File: src/rtl/viterbi_pkg.sv
// Shared constants and trellis helpers for the rate-1/2, K=3 convolutional codec.
package viterbi_pkg;

   localparam logic [2:0] G0      = 3'b111;
   localparam logic [2:0] G1      = 3'b101;
   localparam int         K       = 3;
   localparam int         NSTATES = 4;

   // Code symbol {g0 parity, g1 parity} emitted when bit b leaves state st = {b[n-1], b[n-2]}.
   function automatic logic [1:0] exp_symbol(input logic [1:0] st, input logic b);
      logic [2:0] reg_bits;
      reg_bits = {b, st};
      return {^(reg_bits & G0), ^(reg_bits & G1)};
   endfunction

   // Hamming distance between two 2-bit symbols (0..2).
   function automatic logic [1:0] hamming2(input logic [1:0] a, input logic [1:0] b);
      logic [1:0] diff;
      diff = a ^ b;
      return {1'b0, diff[1]} + {1'b0, diff[0]};
   endfunction

endpackage

File: src/rtl/decoder.sv
// Hard-decision Viterbi decoder, 4-state trellis, register-exchange survivors.
module decoder
   import viterbi_pkg::*;
#(
   parameter int TB_DEPTH = 16,
   parameter int PM_W     = 6
) (
   input  logic       clk,
   input  logic       rst,
   input  logic       enable,
   input  logic [1:0] d_in,
   output logic       d_out
);

   localparam logic [PM_W-1:0] PM_INIT = PM_W'(16);

   logic [PM_W-1:0]     pm       [NSTATES];
   logic [TB_DEPTH-1:0] surv     [NSTATES];
   logic [PM_W-1:0]     acs_raw  [NSTATES];
   logic [PM_W-1:0]     pm_new   [NSTATES];
   logic [TB_DEPTH-1:0] surv_new [NSTATES];
   logic [PM_W-1:0]     min_pm;
   logic [1:0]          best;

   // Predecessors of ns are {ns[0],0} and {ns[0],1}; the branch bit is ns[1].
   for (genvar s = 0; s < NSTATES; s++) begin : g_acs
      localparam logic [1:0] P0 = 2'((s % 2) * 2);
      localparam logic [1:0] P1 = 2'((s % 2) * 2 + 1);
      localparam logic       B  = 1'(s / 2);

      logic [PM_W-1:0] cand0;
      logic [PM_W-1:0] cand1;
      logic            sel;

      assign cand0 = pm[P0] + PM_W'(hamming2(d_in, exp_symbol(P0, B)));
      assign cand1 = pm[P1] + PM_W'(hamming2(d_in, exp_symbol(P1, B)));
      // Strict compare: ties keep the p0 branch.
      assign sel         = (cand1 < cand0);
      assign acs_raw[s]  = sel ? cand1 : cand0;
      assign pm_new[s]   = acs_raw[s] - min_pm;
      assign surv_new[s] = {(sel ? surv[P1][TB_DEPTH-2:0] : surv[P0][TB_DEPTH-2:0]), B};
   end

   // Minimum metric and best state; ties resolve to the lowest state index.
   always_comb begin
      min_pm = acs_raw[0];
      best   = 2'd0;
      for (int i = 1; i < NSTATES; i++) begin
         if (acs_raw[i] < min_pm) begin
            min_pm = acs_raw[i];
            best   = 2'(i);
         end
      end
   end

   // Metrics, survivors and output advance only on enabled edges.
   always_ff @(posedge clk or negedge rst) begin
      if (!rst) begin
         for (int i = 0; i < NSTATES; i++) begin
            pm[i]   <= (i == 0) ? '0 : PM_INIT;
            surv[i] <= '0;
         end
         d_out <= 1'b0;
      end else if (enable) begin
         for (int i = 0; i < NSTATES; i++) begin
            pm[i]   <= pm_new[i];
            surv[i] <= surv_new[i];
         end
         d_out <= surv_new[best][TB_DEPTH-1];
      end
   end

endmodule

File: src/rtl/encoder.sv
// Rate-1/2 convolutional encoder, g0 = 7, g1 = 5 (octal); one bit per enabled edge.
module encoder
   import viterbi_pkg::*;
(
   input  logic       clk,
   input  logic       rst,
   input  logic       enable_i,
   input  logic       d_in,
   output logic       valid_o,
   output logic [1:0] d_out
);

   logic [1:0] st;

   // Shift register and registered symbol; valid marks the cycle after an enabled edge.
   always_ff @(posedge clk or negedge rst) begin
      if (!rst) begin
         st      <= 2'b00;
         valid_o <= 1'b0;
         d_out   <= 2'b00;
      end else if (enable_i) begin
         d_out   <= exp_symbol(st, d_in);
         st      <= {d_in, st[1]};
         valid_o <= 1'b1;
      end else begin
         valid_o <= 1'b0;
      end
   end

endmodule

File: src/rtl/conv_viterbi_codec.sv
// Convolutional encoder and Viterbi decoder as two independent halves on one clock.
module conv_viterbi_codec
   import viterbi_pkg::*;
#(
   parameter int TB_DEPTH = 16,
   parameter int PM_W     = 6
) (
   input  logic       clk,
   input  logic       rst,
   input  logic       enc_enable_i,
   input  logic       enc_d_i,
   output logic       enc_valid_o,
   output logic [1:0] enc_d_o,
   input  logic       dec_enable_i,
   input  logic [1:0] dec_d_i,
   output logic       dec_d_o
);

   encoder u_enc (
      .clk      (clk),
      .rst      (rst),
      .enable_i (enc_enable_i),
      .d_in     (enc_d_i),
      .valid_o  (enc_valid_o),
      .d_out    (enc_d_o)
   );

   decoder #(
      .TB_DEPTH (TB_DEPTH),
      .PM_W     (PM_W)
   ) u_dec (
      .clk    (clk),
      .rst    (rst),
      .enable (dec_enable_i),
      .d_in   (dec_d_i),
      .d_out  (dec_d_o)
   );

endmodule

File: config.mk
export PLATFORM = sky130hd
export DESIGN_NAME = conv_viterbi_codec
export DESIGN_NICKNAME = d
export VERILOG_FILES = /design/src/rtl/viterbi_pkg.sv /design/src/rtl/decoder.sv /design/src/rtl/encoder.sv /design/src/rtl/conv_viterbi_codec.sv
export SDC_FILE = /design/constraint.sdc
export NUM_CORES = 1
export LEC_CHECK = 0
export CORE_MARGIN = 4
export CORE_UTILIZATION = 45
export CTS_CLUSTER_DIAMETER = 80
export DETAILED_ROUTE_END_ITERATION = 8
export GPL_TIMING_DRIVEN = 0
export SYNTH_ARGS = -nofsm -noshare
export SYNTH_HDL_FRONTEND = slang
export SYNTH_SLANG_ARGS = --single-unit
File: constraint.sdc
create_clock -name clk -period 11.88 [get_ports clk]
set_input_delay 2.376 -clock clk [delete_from_list [all_inputs] [get_ports clk]]
set_output_delay 2.376 -clock clk [all_outputs]
set_load 0.02 [all_outputs]
==> impl_results.md <==
- Outcome: finished, final reports clean
- DIE WIDTH: 137 um
- Vias per cell: 5.78
- DRC: 0
- CTS max path bufs: 2
- Fin worst setup slack: 480 ps
- Number of global-route vias before repair: 6166
- Via count: 6514
- Die ar.: 18700 um^2
- Worst-Margin Slew: 921 ps
- CTS tree: yes
- Hold Crit Start: u_dec.pm[12]
- Area of the core: 16100 um^2
- Row count: 46
- Setup crit start: dec_d_i[0]
- Area contributors post-synth: dfrtp_1 28%, ha_1 9.1%, mux2i_1 9.0%, a21oi_1 6.0%, nor2_1 5.8%
- Area share of the largest cell type after synthesis: 27.6%
- Post-CTS Hold Buffers: 0
- Crit. End Element: register
- GRT Overall Usage: 23.1%
- Synth area leader: dfrtp_1
- CTS Buf Count: 9
- Ys async rst share: 100%
- Max-cap violations: 0
- Syn Inst Count: 872
- Max incr delay on CP: 390 ps
- Area grow syn2layout: 13.1%
- Clk Latency, worst-skew pair: 350 ps
- Yosys reg bits: 85
- CP startpoint kind: input pin
- H-tree depth: 3
- Mapped cell area: 7450 um^2
- Data required time at the worst endpoint: 12150 ps
- Most used cell, CP: ha_1
- Arr. time, crit path: 11670 ps
- DRT Pass-1 Iters: 5
- Worst Hold End: u_dec.pm[12]
- Port buffer count: 10
- Hold Fails Final Rpt: 0
- Pin count of the biggest net entering global routing: 58
- Average cell area after synthesis: 8.54 um^2
- Worst reg2reg path startpoint: u_dec.pm[1]
- Mapped Nets: 933
- Slew Limit Fails: 0
- Post-synth top cells: 116 x nor2_1, 89 x a21oi_1, 82 x dfrtp_1, 67 x mux2i_1, 54 x ha_1
- Hold Path Class: register to register
- Setup violators final: 0
- GR Overflow Total: 0
- Routed Antenna Nets: 0
- Unique masters post-synth: 92
- Critical-path maximum fanout: 10
- Min Clock Period, post-route: 11400 ps
- Crit-path slowest cell: ha_2
- Die Ht: 137 um
- Drt wl/cell: 18.5 um
- Final estimated routing congestion in global placement: 0.881
- Setup Crit Path Kind: input pin to register
- CTS clk-pin slew, worst paths: 70 ps
- Slew HR: 38.6%
- Worst reg2reg path depth: 40
- Most frequent cell after synthesis: nor2_1
- Initial Util: 46.4%
- Pre-CTS setup slack: -2550 ps
- Sequential area share after synthesis: 28.6%
- First-pass GRT wire length: 33.7 mm
- Reg2reg setup slack: 2810 ps
- Tcrit/Tclk final: 96.0%
- Clock skew: 8.84 ps
- Ant. Diodes: 0
- Nets: 967
- Max Clk Rate: 0.0877 GHz
- Clk sinks: 85
- HPWL after DPL: 15.5 mm
- Filler Cell Count: 1513
- Root buffer cell: clkbuf_16
- # IOs: 11
- Initial antenna violation count: 0
- Post-synth EDFFs: 0
- DR iter-0 viols: 449
- Layout cell share with drive strength beyond 1: 13.1%
- Warnings, synthesis: 0
- RR Endpoint: u_dec.pm[10]
- Hold path cells: 2
- Final wirelength: 20.9 mm
- Main flop type after synthesis: dfrtp_1
## flip-flops by register name, summed over array words and instances (netlist names)
| name | count |
|---|---|
| u_enc.d_out | 2 |
| u_enc.valid_o | 1 |
| u_dec.d_out | 1 |
| u_dec.pm | 24 |
| u_dec.surv | 55 |
| u_enc.st | 2 |
## layout by cell type, fill, tap and decap left out, types with 4 or more instances in the layout
master           Yosys  final
inv_1               47     47
buf_1                5      5
mux2i_1             67     64
nand2_1             53     53
nor2b_1             11     11
nor2_1             116    115
buf_2                9      9
a21o_1              11     11
o21ai_0             37     35
o31ai_1              6      6
clkbuf_1            24     23
mux2_2              15     15
ha_1                54     49
and3_1               7      7
a21oi_1             89     82
nand3_1              9      9
clkbuf_16            0      9
xor2_1              18     18
buf_4                0     14
a21oi_2              2      8
or2_2                7      6
and2_1               8      8
clkdlybuf4s50_1      0      7
ha_2                 0      4
nor3_1              14     13
dfrtp_1             82     82
o211ai_1            11     11
xnor2_1             41     39
o311ai_0             5      4
nand2b_1            13     13
o21a_1               9      9
## area by class of cell
class | instances | area, um^2 | share of cell area [%]
multi-input cells | 700 | 5140 | 61.1
flip-flops and latches | 85 | 2130 | 25.3
well taps | 216 | 270 | 3.21
clock buffers | 10 | 239 | 2.84
repair buffers | 24 | 223 | 2.64
inverters | 47 | 176 | 2.10
plain buffers | 39 | 166 | 1.98
clock inverters | 6 | 70.1 | 0.832
## cells by family after synthesis
| logic type | Yosys count | share of synthesized area [%] |
|---|---|---|
| DFF | 85 | 28.6 |
| buffers and inverters | 87 | 4.65 |
| AOI/OAI and AO/OA | 237 | 22.0 |
| and+or+nand+nor | 263 | 16.6 |
| xor gates and xnor gates | 60 | 7.16 |
| adders and majority gates | 57 | 9.53 |
| muxes | 83 | 11.5 |
## per-stage QoR
| stage | hold WS [ps] | cells | area [um^2] | TNS [ps] | util, % |
|---|---|---|---|---|---|
| finish | 497 | 1127 | 8420 | 0 | 52.4 |
| floorplan | 439 | 872 | 7450 | 0 | - |
| detailed placement | 482 | 1099 | 7840 | -54860 | 48.8 |
| CTS | 499 | 1120 | 8290 | 0 | 51.6 |
| global route | 520 | 1127 | 8420 | -111 | 52.4 |
| global placement | 475 | 1098 | 7820 | -53800 | 48.7 |
## critical path, delay by kind of cell
kind | cells | cell delay, ps
AOI/OAI and AO/OA | 14 | 2820
adders and majority gates | 9 | 2760
and+or+nand+nor | 11 | 1810
muxes | 3 | 890
buffers and inverters | 6 | 820
xor gates and xnor gates | 1 | 160
## per-layer routing
layer	global-route usage, %	up-vias	share of wire [%]
li1	-	3198	-
met3	2.87	29	4.6
met5	0	-	0
met1	34.9	3117	50
met4	7.28	0	1.9
met2	34.2	170	43
## what timing repair did
| item | CTS | global route |
|---|---|---|
| setup endpoints to repair | 25 | 20 |
| pin swaps | 4 | 2 |
| setup buffers | 6 | 7 |
| gates resized for setup | 24 | 16 |
## worst max-delay path by stage
| stage | endpoint | slack [ps] | cells past startpoint |
|---|---|---|---|
| 3_5_place_dp | u_dec.pm[4] | -2550 | 48 |
| 2_1_floorplan | u_dec.pm[10] | 240 | 46 |
| 4_1_cts | u_dec.pm[10] | 240 | 45 |
| 6_report | u_dec.pm[10] | 480 | 44 |
| 5_1_grt | u_dec.pm[10] | -60 | 46 |
| 3_3_place_gp | u_dec.pm[10] | -2540 | 45 |
Power is left out: the tool's default activity adds up to more than one toggle a clock period on the data nets, which glitch-free logic cannot reach.
